## config.mk

```make
export PLATFORM = sky130hd
export DESIGN_NAME = game_controller
export DESIGN_NICKNAME = d
export VERILOG_FILES = /design/src/rtl/game_controller.sv
export SDC_FILE = /design/constraint.sdc
export NUM_CORES = 1
export LEC_CHECK = 0
export BUFFER_PORTS_ARGS = -buffer_cell sky130_fd_sc_hd__buf_2
export CAP_MARGIN = 10
export CELL_PAD_IN_SITES_DETAIL_PLACEMENT = 0
export CELL_PAD_IN_SITES_GLOBAL_PLACEMENT = 1
export CORE_MARGIN = 2
export CORE_UTILIZATION = 44
export DETAILED_ROUTE_END_ITERATION = 16
export PLACE_DENSITY = 0.93
export SKIP_LAST_GASP = 1
export SLEW_MARGIN = 10
export SYNTH_ARGS = -nofsm -noshare
export SYNTH_HDL_FRONTEND = slang
export SYNTH_SLANG_ARGS = --single-unit
```

## constraint.sdc

```tcl
create_clock -name clk -period 4.9 [get_ports clk]
set_input_delay 0.245 -clock clk [delete_from_list [all_inputs] [get_ports clk]]
set_output_delay 0.245 -clock clk [all_outputs]
set_load 0.01 [all_outputs]
```

## src/rtl/game_controller.sv

```systemverilog
// game_controller: tic-tac-toe game sequencer
// owns the board, turn order, scores and result display timing
module game_controller #(
  parameter int SCORE_W        = 4,
  parameter int REFRESH_CYCLES = 16
) (
  input  logic               clk,
  input  logic               rst_n,
  input  logic               new_game,
  input  logic               move_valid,
  input  logic [3:0]         move_cell,
  input  logic               check_done,
  input  logic [5:0]         winning,
  output logic [2:0]         state,
  output logic [8:0][1:0]    main_vector,
  output logic               turn,
  output logic               move_accept,
  output logic               move_reject,
  output logic [1:0]         result,
  output logic [SCORE_W-1:0] score_x,
  output logic [SCORE_W-1:0] score_o,
  output logic               game_over
);

  typedef enum logic [2:0] {
    S_IDLE    = 3'b000,
    S_MOVE_X  = 3'b001,
    S_MOVE_O  = 3'b010,
    S_CHECK   = 3'b011,
    S_REFRESH = 3'b100,
    S_SCORE   = 3'b101
  } state_t;

  localparam int CNT_W = $clog2(REFRESH_CYCLES + 1);
  localparam logic [CNT_W-1:0] CNT_LAST =
    CNT_W'(REFRESH_CYCLES - 1);
  localparam logic [SCORE_W-1:0] SCORE_MAX = '1;

  state_t               st_q, st_d;
  logic [8:0][1:0]      board_q, board_d;
  logic                 turn_q, turn_d;
  logic                 start_q, start_d;
  logic                 acc_q, acc_d;
  logic                 rej_q, rej_d;
  logic                 over_q, over_d;
  logic [1:0]           res_q, res_d;
  logic [SCORE_W-1:0]   sx_q, sx_d;
  logic [SCORE_W-1:0]   so_q, so_d;
  logic [CNT_W-1:0]     cnt_q, cnt_d;
  logic                 cell_free;
  logic                 restart;
  logic                 unused_line;

  // line index is only meaningful to the display
  assign unused_line = ^winning[2:0];

  // addressed cell exists and is empty
  always_comb begin
    cell_free = 1'b0;
    for (int i = 0; i < 9; i++)
      if (move_cell == 4'(i))
        cell_free = (board_q[i] == 2'b00);
  end

  // new_game only honoured between checks
  assign restart = new_game &&
    (st_q == S_IDLE || st_q == S_MOVE_X ||
     st_q == S_MOVE_O);

  // next-state and registered-output values
  always_comb begin
    st_d    = st_q;
    board_d = board_q;
    turn_d  = turn_q;
    start_d = start_q;
    acc_d   = 1'b0;
    rej_d   = 1'b0;
    res_d   = res_q;
    sx_d    = sx_q;
    so_d    = so_q;
    cnt_d   = cnt_q;
    if (restart) begin
      board_d = '0;
      res_d   = 2'b00;
      turn_d  = start_q;
      st_d    = start_q ? S_MOVE_O : S_MOVE_X;
    end else begin
      unique case (st_q)
        S_MOVE_X, S_MOVE_O: begin
          if (move_valid) begin
            if (cell_free) begin
              for (int i = 0; i < 9; i++)
                if (move_cell == 4'(i))
                  board_d[i] = (st_q == S_MOVE_O) ?
                    2'b01 : 2'b10;
              acc_d = 1'b1;
              st_d  = S_CHECK;
            end else begin
              rej_d = 1'b1;
            end
          end
        end
        S_CHECK: begin
          if (check_done) begin
            if (winning[5]) begin
              st_d = S_SCORE;
            end else begin
              turn_d = ~turn_q;
              st_d   = turn_q ? S_MOVE_X : S_MOVE_O;
            end
          end
        end
        S_SCORE: begin
          st_d  = S_REFRESH;
          cnt_d = '0;
          unique case (1'b1)
            winning[5:3] == 3'b110: begin
              res_d = 2'b01;
              if (sx_q != SCORE_MAX) sx_d = sx_q + 1'b1;
            end
            winning[5:3] == 3'b111: begin
              res_d = 2'b10;
              if (so_q != SCORE_MAX) so_d = so_q + 1'b1;
            end
            default: res_d = 2'b11;
          endcase
        end
        S_REFRESH: begin
          if (cnt_q == CNT_LAST) begin
            cnt_d   = '0;
            board_d = '0;
            start_d = ~start_q;
            st_d    = S_IDLE;
          end else begin
            cnt_d = cnt_q + 1'b1;
          end
        end
        default: ;
      endcase
    end
    over_d = (st_d == S_SCORE) || (st_d == S_REFRESH);
  end

  // state and output registers
  always_ff @(posedge clk or negedge rst_n) begin
    if (!rst_n) begin
      st_q    <= S_IDLE;
      board_q <= '0;
      turn_q  <= 1'b0;
      start_q <= 1'b0;
      acc_q   <= 1'b0;
      rej_q   <= 1'b0;
      over_q  <= 1'b0;
      res_q   <= 2'b00;
      sx_q    <= '0;
      so_q    <= '0;
      cnt_q   <= '0;
    end else begin
      st_q    <= st_d;
      board_q <= board_d;
      turn_q  <= turn_d;
      start_q <= start_d;
      acc_q   <= acc_d;
      rej_q   <= rej_d;
      over_q  <= over_d;
      res_q   <= res_d;
      sx_q    <= sx_d;
      so_q    <= so_d;
      cnt_q   <= cnt_d;
    end
  end

  assign state       = st_q;
  assign main_vector = board_q;
  assign turn        = turn_q;
  assign move_accept = acc_q;
  assign move_reject = rej_q;
  assign result      = res_q;
  assign score_x     = sx_q;
  assign score_o     = so_q;
  assign game_over   = over_q;

endmodule
```

==> run summary <==
The run finished with clean final reports. The footprint of the multi-input gates was 1039 um^2. TritonCTS created 5 clock buffers. The routed length per placed instance works out to 14.18 um.

The commonest cells after synthesis are dfrtp_1, nand2_1, nor2_1, o21ai_0. The logs give 27.2% for the proportion of power drawn by combinational gates and 2.19 ns for the endpoint arrival time on the critical path. After the first detailed-routing iteration, the DRC count stood at 109.

For the setup clock skew after layout, the log shows 0.002689 ns. Of the cells placed in the final design, the portion with a size suffix greater than 1 is 26.64%. The logs give 0 for the overall overflow remaining after global route and 1736 for the count of vias placed by the detailed router.

During placement, the flow inserted port buffers numbering 46. 50 I/O pins were placed. Max-cap violations in this run came to 0.

By startpoint and endpoint, the worst setup path is classified as reg2reg. Once placement finished, the instance area stood at 2377 um^2. The number of storage elements in the synthesis netlist works out to 41. Hold repair after CTS inserted 0 buffers. The number of search-and-repair iterations in the first detailed-routing pass is 4, and the data required time of the worst path is 5.09 ns. The slew of the pin with the lowest slew margin was 0.8904 ns. The logs give 0 for the final-report setup violation count and 0.1927 mV for the worst supply voltage drop on vdd.

The clock tree synthesis step divided the H-tree into 2 levels. The proportion of register bits with asynchronous set or reset after synthesis is 100.0%. From synthesis to final layout, the design area changed by 15.73%. Setup repair after global routing left no endpoint under its margin.

Using the TritonRoute via totals, the vias-per-cell ratio works out to 5.546. The tools report the total count of max-transition violations in the final report as 0. The tools report the fill cell instance count of the final layout as 440. The time the final worst path needs with I/O delays and setup was 2.000 ns; the biggest fanout along the worst timing path was 17. For the hold violation count in the final report, the log shows 0. The final layout contains 276 nets. The tools report the top achievable clock speed as 500.0 MHz.

The most common cell in the synthesized netlist is dfrtp_1. TritonCTS built the clock tree. The tools report the sequential area share after synthesis as 48.32%. After detailed routing, the total wire length is 4.438 mm. The number of gates resized after CTS was 0. The tools report the kind of start point of the critical path as a register. The repair_antennas step left the layout with diodes totalling 0. After synthesis, the largest area contributor takes up 48.32% of total cell area. The floorplan die height came out at 73.47 um. For the core outline area, the log shows 4692 um^2. The sequential fraction of design power is 50.2%.

For the number of antenna violations at the first check in global routing, the log shows 0. For this run, the total global-route usage over all layers was measured as 17.91%. The TritonCTS sink count was 41; the routability-driven placement congestion ratio was 0.8266. Among all flip-flop cells after synthesis, the most frequent one is dfrtp_1. The analysis attributes to cell leakage a power of 1.139 nW. The die width is 73.47 um, and the number of nets still failing antenna checks after routing is 0. In the routed design, unresolved DRC markers number 0.

The run gives 0.0003310 W as the net switching component of the power. The root buffer cell chosen for the clock tree is clkbuf_8. On the final layout, the worst hold slack is 0.07769 ns. The setup total negative slack is 0 ns, and the number of instances in the synthesized netlist is 213. Row generation in the floorplan step produced 25 rows. Cells fill 52.37% of the core in the end. The logs give 2457 um^2 for the final design instance area without fill and 0.0006015 W for the internal cell power. The run gives 40.64% as the remaining max-slew budget at the tightest pin. After synthesis, the cell types taking the most area are dfrtp_1, nand2_1, o21ai_0. The clock passes through at most 2 buffers. The capturing element type of the critical path was a register. The number of library cell types mapped by synthesis is 48. The initial utilization of the core area, before any placement, comes to 45.25%.

Net switching is 35.50% of the power. In this run the post-CTS setup repair buffer count came out at 0. Summed over all nets, the half-perimeter wirelength after detailed placement is 3.226 mm. The largest net degree at the start of global routing was 42; the insertion delay of the later-clocked pin in the worst-skew pair was 0.29 ns.

Via count of the first global-routing pass: 1587. The period utilization was 40.81%. The tools report the global-route wire length before repair as 7.479 mm.

Of all cell types, the one taking the most synthesized area is dfrtp_1. When the netlist entered floorplanning its net count stood at 231. Dividing the synthesized area by the synthesized cell count gives 9.968 um^2. Type of the worst min-delay path: in2async.

The total power density per cell area was 379.5 nW/um^2; the synthesized area was 2123 um^2. The number of warning messages in the yosys log is 0. After clock tree synthesis, the clock-pin slew on the worst setup and hold paths is 0.07 ns. In this run, synthesis inferred 0 flip-flops with an integrated enable. The storage element area is 1026 um^2, and the clock power share is 22.6%. The area of the die is 5397 um^2.
stage by stage:
step / setup slack, ns / total power [W] / cells
floorplan: 3.239 / 0.0006383 / 213
global placement: 2.946 / 0.0007213 / 305
detailed placement: 2.935 / 0.0007287 / 305
CTS: 2.906 / 0.0009426 / 313
global route: 2.726 / 0.001003 / 313
finish: 2.900 / 0.0009325 / 313
final timing paths:
check,startpoint,to,slack [ns],depth (start not counted)
setup / recovery,state[1],main_vector[8],2.90,5
hold / removal,rst_n,main_vector[4],0.08,1
setup reg to reg,state[1],main_vector[8],2.90,5
hold reg to reg,score_o[3],score_o[3],0.49,1
max in group asynchronous,rst_n,main_vector[11],4.26,1
min in group clk,move_valid,move_reject,0.23,3
layout by cell type (no fill, tap or decap), types with 2 or more instances in the layout:
cell type	instances
dfrtp_1	41
o21a_1	2
clkbuf_1	3
o21ai_1	9
nand3_1	3
nor2b_1	3
nor4b_2	2
or3_1	3
nor3_1	6
ha_1	3
clkbuf_8	5
o31ai_1	9
inv_1	3
mux2_2	4
nor2_1	15
xnor2_1	6
buf_2	46
a21oi_1	3
o21ai_0	15
xor2_1	3
nor3b_1	3
and2_1	2
nand4_1	4
o2111ai_2	3
nand2_1	30
nand4b_1	2
a31oi_1	5
a211oi_1	2
nand2b_1	5
sequential cells by signal (all words and copies together) (netlist names):
register	count
cnt_q	5
game_over	1
main_vector	18
move_accept	1
move_reject	1
result	2
score_o	4
score_x	4
start_q	1
state	3
turn	1
critical path, cell delays in order (launching register included):
cell and delay, ns:
dfrtp_1 0.65, nand2b_1 0.34, nor3_1 0.15, nor2_2 0.55, nand2_1 0.13, o31ai_1 0.09
power groups by stage:
stage | Combinational (W) | Sequential [W] | Clock (W)
floorplan | 0.000174 | 0.000464 | 0
global placement | 0.000249 | 0.000473 | 0
detailed placement | 0.000256 | 0.000473 | 0
CTS | 0.000257 | 0.000468 | 0.000218
global route | 0.000292 | 0.000481 | 0.000230
finish | 0.000254 | 0.000468 | 0.000210
final cells by class:
cell class | count | share of cell area, %
clock buffer | 8 | 3.259
sequential | 41 | 41.75
multi-input combinational | 160 | 42.26
tap | 54 | 2.749
timing repair buffer | 46 | 9.369
inverter | 4 | 0.6110
metal layers:
metal	wire length (um)	track usage, %	vias to the layer above
met1	2135	25.22	829
met5	0	0	-
met4	63	5.859	0
met3	222	4.527	5
met2	2016	27.08	36
li1	-	-	866
logic make-up after synthesis:
kind of cell	share of synthesized area, %
flip-flops	48.32
buffers and inverters	2.769
AO/OA/AOI/OAI	18.62
XOR/XNOR	3.713
adder cells (fa/ha/maj)	1.768
AND/OR/NAND/NOR	22.69
multiplexers	2.121
No activity file was read; power rests on OpenSTA's default activity.
